<file path="src/rtl/scarv_cop_issue_ctrl_if.sv">
// Handshake and data bundle between the issue controller, the CPU
// instruction port, the functional units and the CPR file.
interface scarv_cop_issue_ctrl_if;
  // CPU instruction request and decoder outputs
  logic        cpu_insn_req;
  logic        cpu_insn_ack;
  logic [8:0]  id_class;
  logic        id_exception;
  logic        id_cprs_init;
  logic        id_mp_dual;
  logic [3:0]  id_crd;
  logic [3:0]  id_crd1;
  logic [3:0]  id_crd2;
  // Functional units
  logic [8:0]  fu_req;
  logic [8:0]  fu_done;
  logic        fu_wen;
  logic        fu_error;
  logic [31:0] fu_wdata_lo;
  logic [31:0] fu_wdata_hi;
  // CPR write port
  logic        cprs_wen;
  logic [3:0]  cprs_waddr;
  logic [31:0] cprs_wdata;
  // CPU response
  logic        cpu_rsp_valid;
  logic        cpu_rsp_ready;
  logic [1:0]  cpu_rsp_status;
  logic        busy;

  // Controller side
  modport master (
    input  cpu_insn_req, id_class, id_exception, id_cprs_init, id_mp_dual,
           id_crd, id_crd1, id_crd2, fu_done, fu_wen, fu_error, fu_wdata_lo,
           fu_wdata_hi, cpu_rsp_ready,
    output cpu_insn_ack, fu_req, cprs_wen, cprs_waddr, cprs_wdata,
           cpu_rsp_valid, cpu_rsp_status, busy
  );

  // CPU / FU / CPR side
  modport slave (
    output cpu_insn_req, id_class, id_exception, id_cprs_init, id_mp_dual,
           id_crd, id_crd1, id_crd2, fu_done, fu_wen, fu_error, fu_wdata_lo,
           fu_wdata_hi, cpu_rsp_ready,
    input  cpu_insn_ack, fu_req, cprs_wen, cprs_waddr, cprs_wdata,
           cpu_rsp_valid, cpu_rsp_status, busy
  );
endinterface

</file>
<file path="src/rtl/scarv_cop_issue_ctrl.sv">
// Coprocessor issue controller: accepts one decoded instruction, dispatches
// it to a functional unit, writes results back to the CPR file and returns
// a status response to the CPU. Also runs the CPR-clear sequence for init.
module scarv_cop_issue_ctrl #(
  parameter int unsigned TIMEOUT_CYCLES = 255,
  parameter int unsigned NUM_CPRS       = 16
) (
  input  logic                          g_clk,
  input  logic                          g_resetn,
  scarv_cop_issue_ctrl_if.master        bus
);

  localparam int unsigned TimerW = $clog2(TIMEOUT_CYCLES);

  localparam logic [1:0] RspOk      = 2'd0;
  localparam logic [1:0] RspIllegal = 2'd1;
  localparam logic [1:0] RspFuErr   = 2'd2;
  localparam logic [1:0] RspTimeout = 2'd3;

  typedef enum logic [2:0] {StIdle, StDispatch, StWb1, StWb2, StInit, StResp} state_e;

  state_e              state_q, state_d;
  logic [8:0]          class_q, class_d;
  logic [3:0]          crd_q, crd_d, crd1_q, crd1_d, crd2_q, crd2_d;
  logic                mp_q, mp_d;
  logic [31:0]         lo_q, lo_d, hi_q, hi_d;
  logic [TimerW-1:0]   timer_q, timer_d;
  logic [3:0]          init_cnt_q, init_cnt_d;
  logic [1:0]          status_q, status_d;

  logic                illegal;
  logic                done_sel;

  // Init with no class bits set is a legal encoding.
  assign illegal  = bus.id_exception |
                    (!$onehot(bus.id_class) && !(bus.id_cprs_init && bus.id_class == 9'd0));
  // Only the selected FU's done matters.
  assign done_sel = |(bus.fu_done & class_q);

  // State and datapath registers.
  always_ff @(posedge g_clk or negedge g_resetn) begin
    if (!g_resetn) begin
      state_q    <= StIdle;
      class_q    <= '0;
      crd_q      <= '0;
      crd1_q     <= '0;
      crd2_q     <= '0;
      mp_q       <= 1'b0;
      lo_q       <= '0;
      hi_q       <= '0;
      timer_q    <= '0;
      init_cnt_q <= '0;
      status_q   <= RspOk;
    end else begin
      state_q    <= state_d;
      class_q    <= class_d;
      crd_q      <= crd_d;
      crd1_q     <= crd1_d;
      crd2_q     <= crd2_d;
      mp_q       <= mp_d;
      lo_q       <= lo_d;
      hi_q       <= hi_d;
      timer_q    <= timer_d;
      init_cnt_q <= init_cnt_d;
      status_q   <= status_d;
    end
  end

  // Next-state and output decode.
  always_comb begin
    state_d            = state_q;
    class_d            = class_q;
    crd_d              = crd_q;
    crd1_d             = crd1_q;
    crd2_d             = crd2_q;
    mp_d               = mp_q;
    lo_d               = lo_q;
    hi_d               = hi_q;
    timer_d            = timer_q;
    init_cnt_d         = init_cnt_q;
    status_d           = status_q;
    bus.cpu_insn_ack   = 1'b0;
    bus.fu_req         = '0;
    bus.cprs_wen       = 1'b0;
    bus.cprs_waddr     = '0;
    bus.cprs_wdata     = '0;
    bus.cpu_rsp_valid  = 1'b0;
    bus.cpu_rsp_status = RspOk;

    unique case (state_q)
      StIdle: begin
        if (bus.cpu_insn_req) begin
          // Gated so the ack is silent while reset is held.
          bus.cpu_insn_ack = g_resetn;
          class_d          = bus.id_class;
          crd_d            = bus.id_crd;
          crd1_d           = bus.id_crd1;
          crd2_d           = bus.id_crd2;
          mp_d             = bus.id_mp_dual;
          timer_d          = '0;
          init_cnt_d       = '0;
          if (illegal) begin
            status_d = RspIllegal;
            state_d  = StResp;
          end else if (bus.id_cprs_init) begin
            state_d  = StInit;
          end else begin
            state_d  = StDispatch;
          end
        end
      end
      StDispatch: begin
        bus.fu_req = class_q;
        // Done takes priority over a coincident timeout.
        if (done_sel) begin
          lo_d = bus.fu_wdata_lo;
          hi_d = bus.fu_wdata_hi;
          if (bus.fu_error) begin
            status_d = RspFuErr;
            state_d  = StResp;
          end else if (!bus.fu_wen) begin
            status_d = RspOk;
            state_d  = StResp;
          end else begin
            state_d  = StWb1;
          end
        end else if (timer_q == TimerW'(TIMEOUT_CYCLES - 1)) begin
          status_d = RspTimeout;
          state_d  = StResp;
        end else begin
          timer_d = timer_q + 1'b1;
        end
      end
      StWb1: begin
        bus.cprs_wen   = 1'b1;
        bus.cprs_waddr = mp_q ? crd1_q : crd_q;
        bus.cprs_wdata = lo_q;
        if (mp_q) begin
          state_d = StWb2;
        end else begin
          status_d = RspOk;
          state_d  = StResp;
        end
      end
      StWb2: begin
        bus.cprs_wen   = 1'b1;
        bus.cprs_waddr = crd2_q;
        bus.cprs_wdata = hi_q;
        status_d       = RspOk;
        state_d        = StResp;
      end
      StInit: begin
        bus.cprs_wen   = 1'b1;
        bus.cprs_waddr = init_cnt_q;
        bus.cprs_wdata = '0;
        if (init_cnt_q == 4'(NUM_CPRS - 1)) begin
          status_d = RspOk;
          state_d  = StResp;
        end else begin
          init_cnt_d = init_cnt_q + 1'b1;
        end
      end
      StResp: begin
        bus.cpu_rsp_valid  = 1'b1;
        bus.cpu_rsp_status = status_q;
        if (bus.cpu_rsp_ready) state_d = StIdle;
      end
      default: state_d = StIdle;
    endcase
  end

  assign bus.busy = (state_q != StIdle);

endmodule

</file>
<file path="src/flat_wrapper.sv">
// flat-port wrapper written by rule: the top's interface ports become plain ports
module scarv_cop_issue_ctrl_flat 
#(
  parameter int unsigned TIMEOUT_CYCLES = 255,
  parameter int unsigned NUM_CPRS       = 16
)
  (g_clk, g_resetn, bus_cpu_insn_req, bus_id_class, bus_id_exception, bus_id_cprs_init, bus_id_mp_dual, bus_id_crd, bus_id_crd1, bus_id_crd2, bus_fu_done, bus_fu_wen, bus_fu_error, bus_fu_wdata_lo, bus_fu_wdata_hi, bus_cpu_rsp_ready, bus_cpu_insn_ack, bus_fu_req, bus_cprs_wen, bus_cprs_waddr, bus_cprs_wdata, bus_cpu_rsp_valid, bus_cpu_rsp_status, bus_busy);
  scarv_cop_issue_ctrl_if bus_i ();
  input  logic g_clk;
  input  logic g_resetn;
  input wire logic [$bits(bus_i.cpu_insn_req)-1:0] bus_cpu_insn_req;
  input wire logic [$bits(bus_i.id_class)-1:0] bus_id_class;
  input wire logic [$bits(bus_i.id_exception)-1:0] bus_id_exception;
  input wire logic [$bits(bus_i.id_cprs_init)-1:0] bus_id_cprs_init;
  input wire logic [$bits(bus_i.id_mp_dual)-1:0] bus_id_mp_dual;
  input wire logic [$bits(bus_i.id_crd)-1:0] bus_id_crd;
  input wire logic [$bits(bus_i.id_crd1)-1:0] bus_id_crd1;
  input wire logic [$bits(bus_i.id_crd2)-1:0] bus_id_crd2;
  input wire logic [$bits(bus_i.fu_done)-1:0] bus_fu_done;
  input wire logic [$bits(bus_i.fu_wen)-1:0] bus_fu_wen;
  input wire logic [$bits(bus_i.fu_error)-1:0] bus_fu_error;
  input wire logic [$bits(bus_i.fu_wdata_lo)-1:0] bus_fu_wdata_lo;
  input wire logic [$bits(bus_i.fu_wdata_hi)-1:0] bus_fu_wdata_hi;
  input wire logic [$bits(bus_i.cpu_rsp_ready)-1:0] bus_cpu_rsp_ready;
  output wire logic [$bits(bus_i.cpu_insn_ack)-1:0] bus_cpu_insn_ack;
  output wire logic [$bits(bus_i.fu_req)-1:0] bus_fu_req;
  output wire logic [$bits(bus_i.cprs_wen)-1:0] bus_cprs_wen;
  output wire logic [$bits(bus_i.cprs_waddr)-1:0] bus_cprs_waddr;
  output wire logic [$bits(bus_i.cprs_wdata)-1:0] bus_cprs_wdata;
  output wire logic [$bits(bus_i.cpu_rsp_valid)-1:0] bus_cpu_rsp_valid;
  output wire logic [$bits(bus_i.cpu_rsp_status)-1:0] bus_cpu_rsp_status;
  output wire logic [$bits(bus_i.busy)-1:0] bus_busy;
  assign bus_i.cpu_insn_req = bus_cpu_insn_req;
  assign bus_i.id_class = bus_id_class;
  assign bus_i.id_exception = bus_id_exception;
  assign bus_i.id_cprs_init = bus_id_cprs_init;
  assign bus_i.id_mp_dual = bus_id_mp_dual;
  assign bus_i.id_crd = bus_id_crd;
  assign bus_i.id_crd1 = bus_id_crd1;
  assign bus_i.id_crd2 = bus_id_crd2;
  assign bus_i.fu_done = bus_fu_done;
  assign bus_i.fu_wen = bus_fu_wen;
  assign bus_i.fu_error = bus_fu_error;
  assign bus_i.fu_wdata_lo = bus_fu_wdata_lo;
  assign bus_i.fu_wdata_hi = bus_fu_wdata_hi;
  assign bus_i.cpu_rsp_ready = bus_cpu_rsp_ready;
  assign bus_cpu_insn_ack = bus_i.cpu_insn_ack;
  assign bus_fu_req = bus_i.fu_req;
  assign bus_cprs_wen = bus_i.cprs_wen;
  assign bus_cprs_waddr = bus_i.cprs_waddr;
  assign bus_cprs_wdata = bus_i.cprs_wdata;
  assign bus_cpu_rsp_valid = bus_i.cpu_rsp_valid;
  assign bus_cpu_rsp_status = bus_i.cpu_rsp_status;
  assign bus_busy = bus_i.busy;
  scarv_cop_issue_ctrl #(.TIMEOUT_CYCLES(TIMEOUT_CYCLES), .NUM_CPRS(NUM_CPRS)) u_core (.g_clk(g_clk), .g_resetn(g_resetn), .bus(bus_i));
endmodule
</file>
<file path="config.mk">
export PLATFORM = sky130hd
export DESIGN_NAME = scarv_cop_issue_ctrl_flat
export DESIGN_NICKNAME = d
export VERILOG_FILES = /design/src/rtl/scarv_cop_issue_ctrl_if.sv /design/src/rtl/scarv_cop_issue_ctrl.sv /design/src/flat_wrapper.sv
export SDC_FILE = /design/constraint.sdc
export NUM_CORES = 1
export LEC_CHECK = 0
export BUFFER_PORTS_ARGS = -buffer_cell sky130_fd_sc_hd__buf_4
export CORE_ASPECT_RATIO = 0.7
export CORE_MARGIN = 2
export CORE_UTILIZATION = 53
export DETAILED_ROUTE_END_ITERATION = 8
export PLACE_DENSITY = 0.81
export SYNTH_ARGS = -nofsm -noshare
export SYNTH_HDL_FRONTEND = slang
export SYNTH_SLANG_ARGS = --single-unit
</file>
<file path="constraint.sdc">
create_clock -name g_clk -period 2.9 [get_ports g_clk]
set_clock_uncertainty 0.15 [all_clocks]
set_input_delay 0.435 -clock g_clk [delete_from_list [all_inputs] [get_ports g_clk]]
set_output_delay 0.435 -clock g_clk [all_outputs]
set_load 0.01 [all_outputs]
</file>
-- Word level (Yosys, flattened, before mapping)
Cells that the tools add are included.
- output and inout bits: 51
- flip-flop bits (word level): 103
- bitwise operators: 2
- add/subtract/negate cells: 10
- reduce and logical (&&, ||, !) cells: 18
- equality and inequality tests: 18
- multiplexer cells: 36
- operator list (cell ; number):
    case mux 32 bit (2 select lines) ; 1
    2-to-1 mux 3 bit ; 10
    2-to-1 mux 8 bit ; 3
    2-to-1 mux 2 bit ; 9
    case mux 3 bit (6 select lines) ; 1
    case mux 8 bit (2 select lines) ; 1
    adder 4 bit ; 3
    2-to-1 mux 4 bit ; 3
    inequality test 2 bit, second input constant ; 6
    case mux 4 bit (3 select lines) ; 1
    case mux 2 bit (5 select lines) ; 1
    bitwise AND 9 bit ; 1
    logical NOT 9 bit ; 1
    2-to-1 mux 9 bit ; 1
    OR reduction 9 bit ; 1
    adder 1 x 1 -> 2 bit ; 4
    adder 8 x 1 -> 8 bit, second input constant ; 1
    == test 8 bit, second input constant ; 1
    case mux 4 bit (2 select lines) ; 1
    AND reduction 4 bit ; 2
    AND reduction 7 bit ; 1
    == test 3 x 2 -> 1 bit, second input constant ; 2
    == test 3 bit, second input constant ; 2
    nonzero test 5 bit ; 1
    other kinds (18) ; 26

-- Logic depth before layout (Yosys ltp)
- depth in word-level cells: 11
- depth in mapped cells: 13
- gate-level depth less buffers: 13

-- Worst setup path before layout
No wires, ideal clock.
- kind: input to register
- start point: in bus_id_class[0]
- end point: reg u_core.status_q[0]
- slack: -925 ps
- required time: 2622 ps
- stages: 12
- arrival time: 3547 ps
- path through: ha_1 > fa_1 > inv_1 > fa_1 > inv_1 > ha_1 > fa_1 > or4b_1 > o32ai_1 > a211oi_1 > o21ai_1 > mux2_1
- cells in the longest elaborated chain, start to end: 10
- elaborated cells between the ends (all ways): 13
- classes of those cells: add/sub: 4; eq/ne: 2; bitwise: 1; reduce/logical: 6
- RTL lines (what ; line ; RTL):
    start, declared ; flat_wrapper.sv:12 ; input wire logic [$bits(bus_i.id_class)-1:0] bus_id_class;
    adder 1 x 1 -> 2 bit (implied by the code) ; scarv_cop_issue_ctrl.sv:36 ; (!$onehot(bus.id_class) && !(bus.id_cprs_init && bus.id_class == 9'd0));
    adder 4 bit (implied by the code) (2 in a row) ; scarv_cop_issue_ctrl.sv:36 ;
    adder 4 x 1 -> 4 bit (implied by the code) ; scarv_cop_issue_ctrl.sv:36 ;
    == test 4 x 1 -> 1 bit ; scarv_cop_issue_ctrl.sv:36 ;
    logical NOT 1 bit ; scarv_cop_issue_ctrl.sv:36 ;
    logical AND 1 bit (*) ; scarv_cop_issue_ctrl.sv:36 ;
    bitwise OR 1 bit (*) ; scarv_cop_issue_ctrl.sv:35 ; assign illegal = bus.id_exception |
    inequality test 2 x 1 -> 1 bit (no source line) (*) ; -- ;
    AND reduction 7 bit (no source line) (*) ; -- ;
    end signal, assigned ; scarv_cop_issue_ctrl.sv:53 ; status_q <= RspOk;
    end signal, assigned ; scarv_cop_issue_ctrl.sv:65 ; status_q <= status_d;
    end, declared ; scarv_cop_issue_ctrl.sv:29 ; logic [1:0] status_q, status_d;
Mark *: on every way between the ends. The rest lies on a longest branch, timed or not.
A chain may end at the register's enable or synchronous reset.

-- Worst setup path in the final report
- start point: in bus_id_class[1]
- end point: reg u_core.status_q[0]
The elaborated chain is that of the path after synthesis.

==> results.txt <==
- In the synthesized netlist, the number of instances is 495.
- By area the synthesized netlist is led by sky130_fd_sc_hd__dfrtp_1 46%, sky130_fd_sc_hd__mux2_4 16%, sky130_fd_sc_hd__mux2i_1 6.7%.
* Number of buffers created by CTS: 9
* Reg2reg setup slack: 0.30 ns
- Initial Util: 54.1%
- Of all nets on the critical path, the largest fanout is 3.
- The worst setup path is launched from an input pin.
* Clock root buffer master: sky130_fd_sc_hd__clkbuf_16
- From synthesis to final layout, the design area changed by 30.2%.
- In this run the critical register-to-register path is launched from u_core.class_q[5].
* HPWL Detailed: 9.83 mm
* Most frequent standard cell in the layout excluding fill and tap cells: sky130_fd_sc_hd__buf_4
- Of the total synthesized cell area, the portion taken by AND, OR, NAND and NOR gates is 13.6%.
- Commonest register cell after synthesis: sky130_fd_sc_hd__dfrtp_1
- Of the post-synthesis cell area, the part taken by muxes is 24.1%.
- TritonRoute pass-1 iters: 4
* Beginning of the critical path: bus_id_class[1]
- Flops & latches, synth: 103
* N_diodes: 0
- Setup crit end: u_core.status_q[0]
* Worst min-delay path category: input pin to flop
- For this run, the slowest stage of the critical path takes 0.58 ns.
* Highest Clock Rate: 0.273 GHz
- Number of buffers on the longest clock path: 2
- Worst voltage drop across the vdd grid: 0.676 mV
- Remaining routing DRC violations: 0
* Remaining antenna violation count: 0
* Transition time at the pin with the least slew margin: 1.21 ns
* GRT Residual Overflow: 0
* Violated checks: negative setup slack
- Power spread over the standard cell area amounts to 1000 nW/um^2.
* Number of endpoints failing setup at the final stage: 4
- Hold violation count in the final report: 0
- Final standard cell utilization of the core: 70.5%
- Clock slew at the register clock pins of the worst setup and hold paths: 0.07 ns
- Maxcap violations: 0
- Vias in the first global route: 4453
- Crit path buf inv count: 4
- CTS built an H-tree with a depth of 3.
* Number of synthesized flops with an enable pin: 0
* # rows: 31
* Synthesized area per cell: 11.2 sq um
- Pin count of the biggest net entering global routing: 65
- The worst register-to-register path ends at u_core.hi_q[27].
- Count of routing violations after the opening detailed-route iteration: 316
- Share of the yosys chip area belonging to registers: 46.3%
- Xor and xnor area share after synthesis: 0.315%
- Net count of the finished layout: 767
- Global Route Usage Sum: 25.3%
- In this run the static leakage power is 3.58 nW.
* Routability congestion estimate from global placement: 0.928
- Measured along the x axis, the die boundary spans 126 microns.
* Largest family of logic cells by synthesized area: multiplexers
- TritonCTS built the clock tree.
- Walking the worst path, the cells encountered are buf_8 > inv_4 > ha_4 > inv_2 > fa_2 > inv_2 > fa_2 > ha_4 > fa_1 > or4b_4 > o32ai_2 > a211oi_2 > o21ai_2 > mux2_4.
* Worst-skew pair later-pin latency: 0.34 ns
- Number of port buffers: 153
- Die outline height: 89.7 microns
* Critical Path AT: 3.74 ns
* Max-slew headroom at the worst pin: 19.6%
- Synthesis produced a netlist with a net count of 615.
- Number of antenna violations at the first check in global routing: 0
* Library cell with the largest summed area after synthesis: sky130_fd_sc_hd__dfrtp_1
- In this design, the largest share of critical-path delay is due to adder cells.
- Required time at the endpoint of the critical path: 2.98 ns
* Worst Reg-to-Reg Cells: 5
- Post-CTS timing repair inserted 0 buffers for setup.
* Overall die area: 11300 sq um
* Count of placed standard cells in the final layout, fillers left out: 784
* Most used cells in the layout excluding fill and tap cells: 162 x sky130_fd_sc_hd__buf_4, 102 x sky130_fd_sc_hd__dfrtp_1, 62 x sky130_fd_sc_hd__nand2_1
- The clock drives 103 sinks.
- Area fraction in compound gates after synthesis: 6.70%
- Yosys cell types: 49
- During synthesis, Yosys emitted a total of 0 warnings.
* Number of placed instances, taps included: 767
* Slowest stage cell on the critical path: sky130_fd_sc_hd__fa_2
- In the final routed layout, each cell accounts on average for 17.8 microns.
* Total via count in the routed design: 4316
- Vias per std cell: 5.51
- The setup path with the least slack is of type input pin to flop.
- STA classifies the critical path endpoint as a flop.
- The smallest clock period supported by the final layout is computed as 3.67 ns.
* Path length in cells of the critical path: 14
- Setup repair after global routing could not meet its margin everywhere.
* First-pass GRT wire length: 23.0 mm
- Final WS setup: -0.766 ns
- Adder and majority cell fraction of the synthesized area: 4.50%
- In this run the cell area of the synthesized design comes to 5560 sq um.
* Area share of the largest cell type after synthesis: 46.3%
- Share of final-layout standard cells stronger than drive strength 1: 42.9%
* Post-synthesis async set-or-reset flop share: 100%
- Routed wire length: 14.0 mm
- Status: finished, violations left
- CORE AREA: 10300 sq um
* I/O Pins: 154
- Share of the cycle needed by the critical path after routing: 126%
- Max-slew violations: 0
-- final cells by class --
class | instances | area (sq um)
timing repair buffer | 167 | 1280
multi-input combinational | 343 | 2850
tap | 132 | 165
clock buffer | 9 | 225
fill | 715 | 3040
sequential | 103 | 2580
inverter | 23 | 91.3
clock inverter | 7 | 56.3
-- sequential cells by signal (all words and copies together), names as in the netlist --
| signal | cells |
|---|---|
| u_core.mp_q | 1 |
| u_core.lo_q | 32 |
| u_core.init_cnt_q | 4 |
| u_core.hi_q | 32 |
| u_core.state_q | 3 |
| u_core.crd_q | 4 |
| u_core.class_q | 9 |
| u_core.timer_q | 8 |
| u_core.crd1_q | 4 |
| u_core.status_q | 2 |
| u_core.crd2_q | 4 |
-- power breakdown --
part           total, mW  internal (mW)  switching [mW]
registers           2.57           2.12           0.446
logic               3.53           1.93            1.60
clock network       1.15          0.593           0.555
total               7.24           4.64            2.60
-- worst min-delay path by stage --
stage | cells past startpoint | to | slack [ns] | from
after detailed placement | 1 | u_core.hi_q[10] | 0.22 | g_resetn
final | 3 | u_core.crd_q[1] | 0.12 | bus_id_crd[1]
after CTS | 3 | u_core.crd_q[1] | 0.12 | bus_id_crd[1]
after floorplan | 0 | u_core.class_q[0] | -0.01 | g_resetn
after global routing | 3 | u_core.crd1_q[3] | 0.13 | bus_id_crd1[3]
after global placement | 1 | u_core.hi_q[8] | 0.21 | g_resetn
-- Yosys cell counts, types with 6 or more instances --
master                     number
sky130_fd_sc_hd__clkbuf_1       9
sky130_fd_sc_hd__dfrtp_1      103
sky130_fd_sc_hd__and2_1        12
sky130_fd_sc_hd__nand2_1       62
sky130_fd_sc_hd__o21ai_0       23
sky130_fd_sc_hd__a21oi_1       12
sky130_fd_sc_hd__nand3_1       11
sky130_fd_sc_hd__mux2i_1       37
sky130_fd_sc_hd__mux2_4        60
sky130_fd_sc_hd__ha_1          12
sky130_fd_sc_hd__inv_1         23
sky130_fd_sc_hd__buf_2          7
sky130_fd_sc_hd__nor2_1        42
sky130_fd_sc_hd__and3_1         6
sky130_fd_sc_hd__buf_6          7
-- metal layers --
layer  wire, microns  GRT usage (%)  vias to the layer above
met5               0              0                        -
met2            6780           41.7                      159
met3             845           5.18                       24
li1                -              -                     2011
met4             256           5.86                        0
met1            6100           34.5                     2122
-- kinds of logic (layout without fill, tap and decap cells) --
group,after synthesis,count (layout)
buffers and inverters,49,206
AOI/OAI and AO/OA,59,59
muxes,103,103
xor gates and xnor gates,2,2
adders and majority gates,17,17
DFF,103,103
and+or+nand+nor,162,162
-- worst min-delay path: stages --
cell                      delay (ns)
sky130_fd_sc_hd__buf_4          0.07
sky130_fd_sc_hd__nand2_1        0.04
sky130_fd_sc_hd__nand2_1        0.04
-- per-stage QoR --
step | worst slack, ns | hold slack, ns | total power, mW | setup TNS [ns] | instance area [sq um]
after floorplan | -0.820 | -0.0106 | 5.13 | -2.86 | 5620
after global placement | -1.04 | 0.213 | 5.84 | -3.86 | 6870
after detailed placement | -1.14 | 0.223 | 5.99 | -4.26 | 6870
after CTS | -0.776 | 0.115 | 7.20 | -2.82 | 7200
after global routing | -0.841 | 0.130 | 7.69 | -3.18 | 7240
final | -0.766 | 0.124 | 7.24 | -2.80 | 7240
-- timing repair --
action,CTS,global route
pin swaps,12,6
resized for setup,13,9
setup endpoints to repair,4,4
hold endpoints to repair,24,0
hold buffers,1,0
No activity file was read; power rests on OpenSTA's default activity.
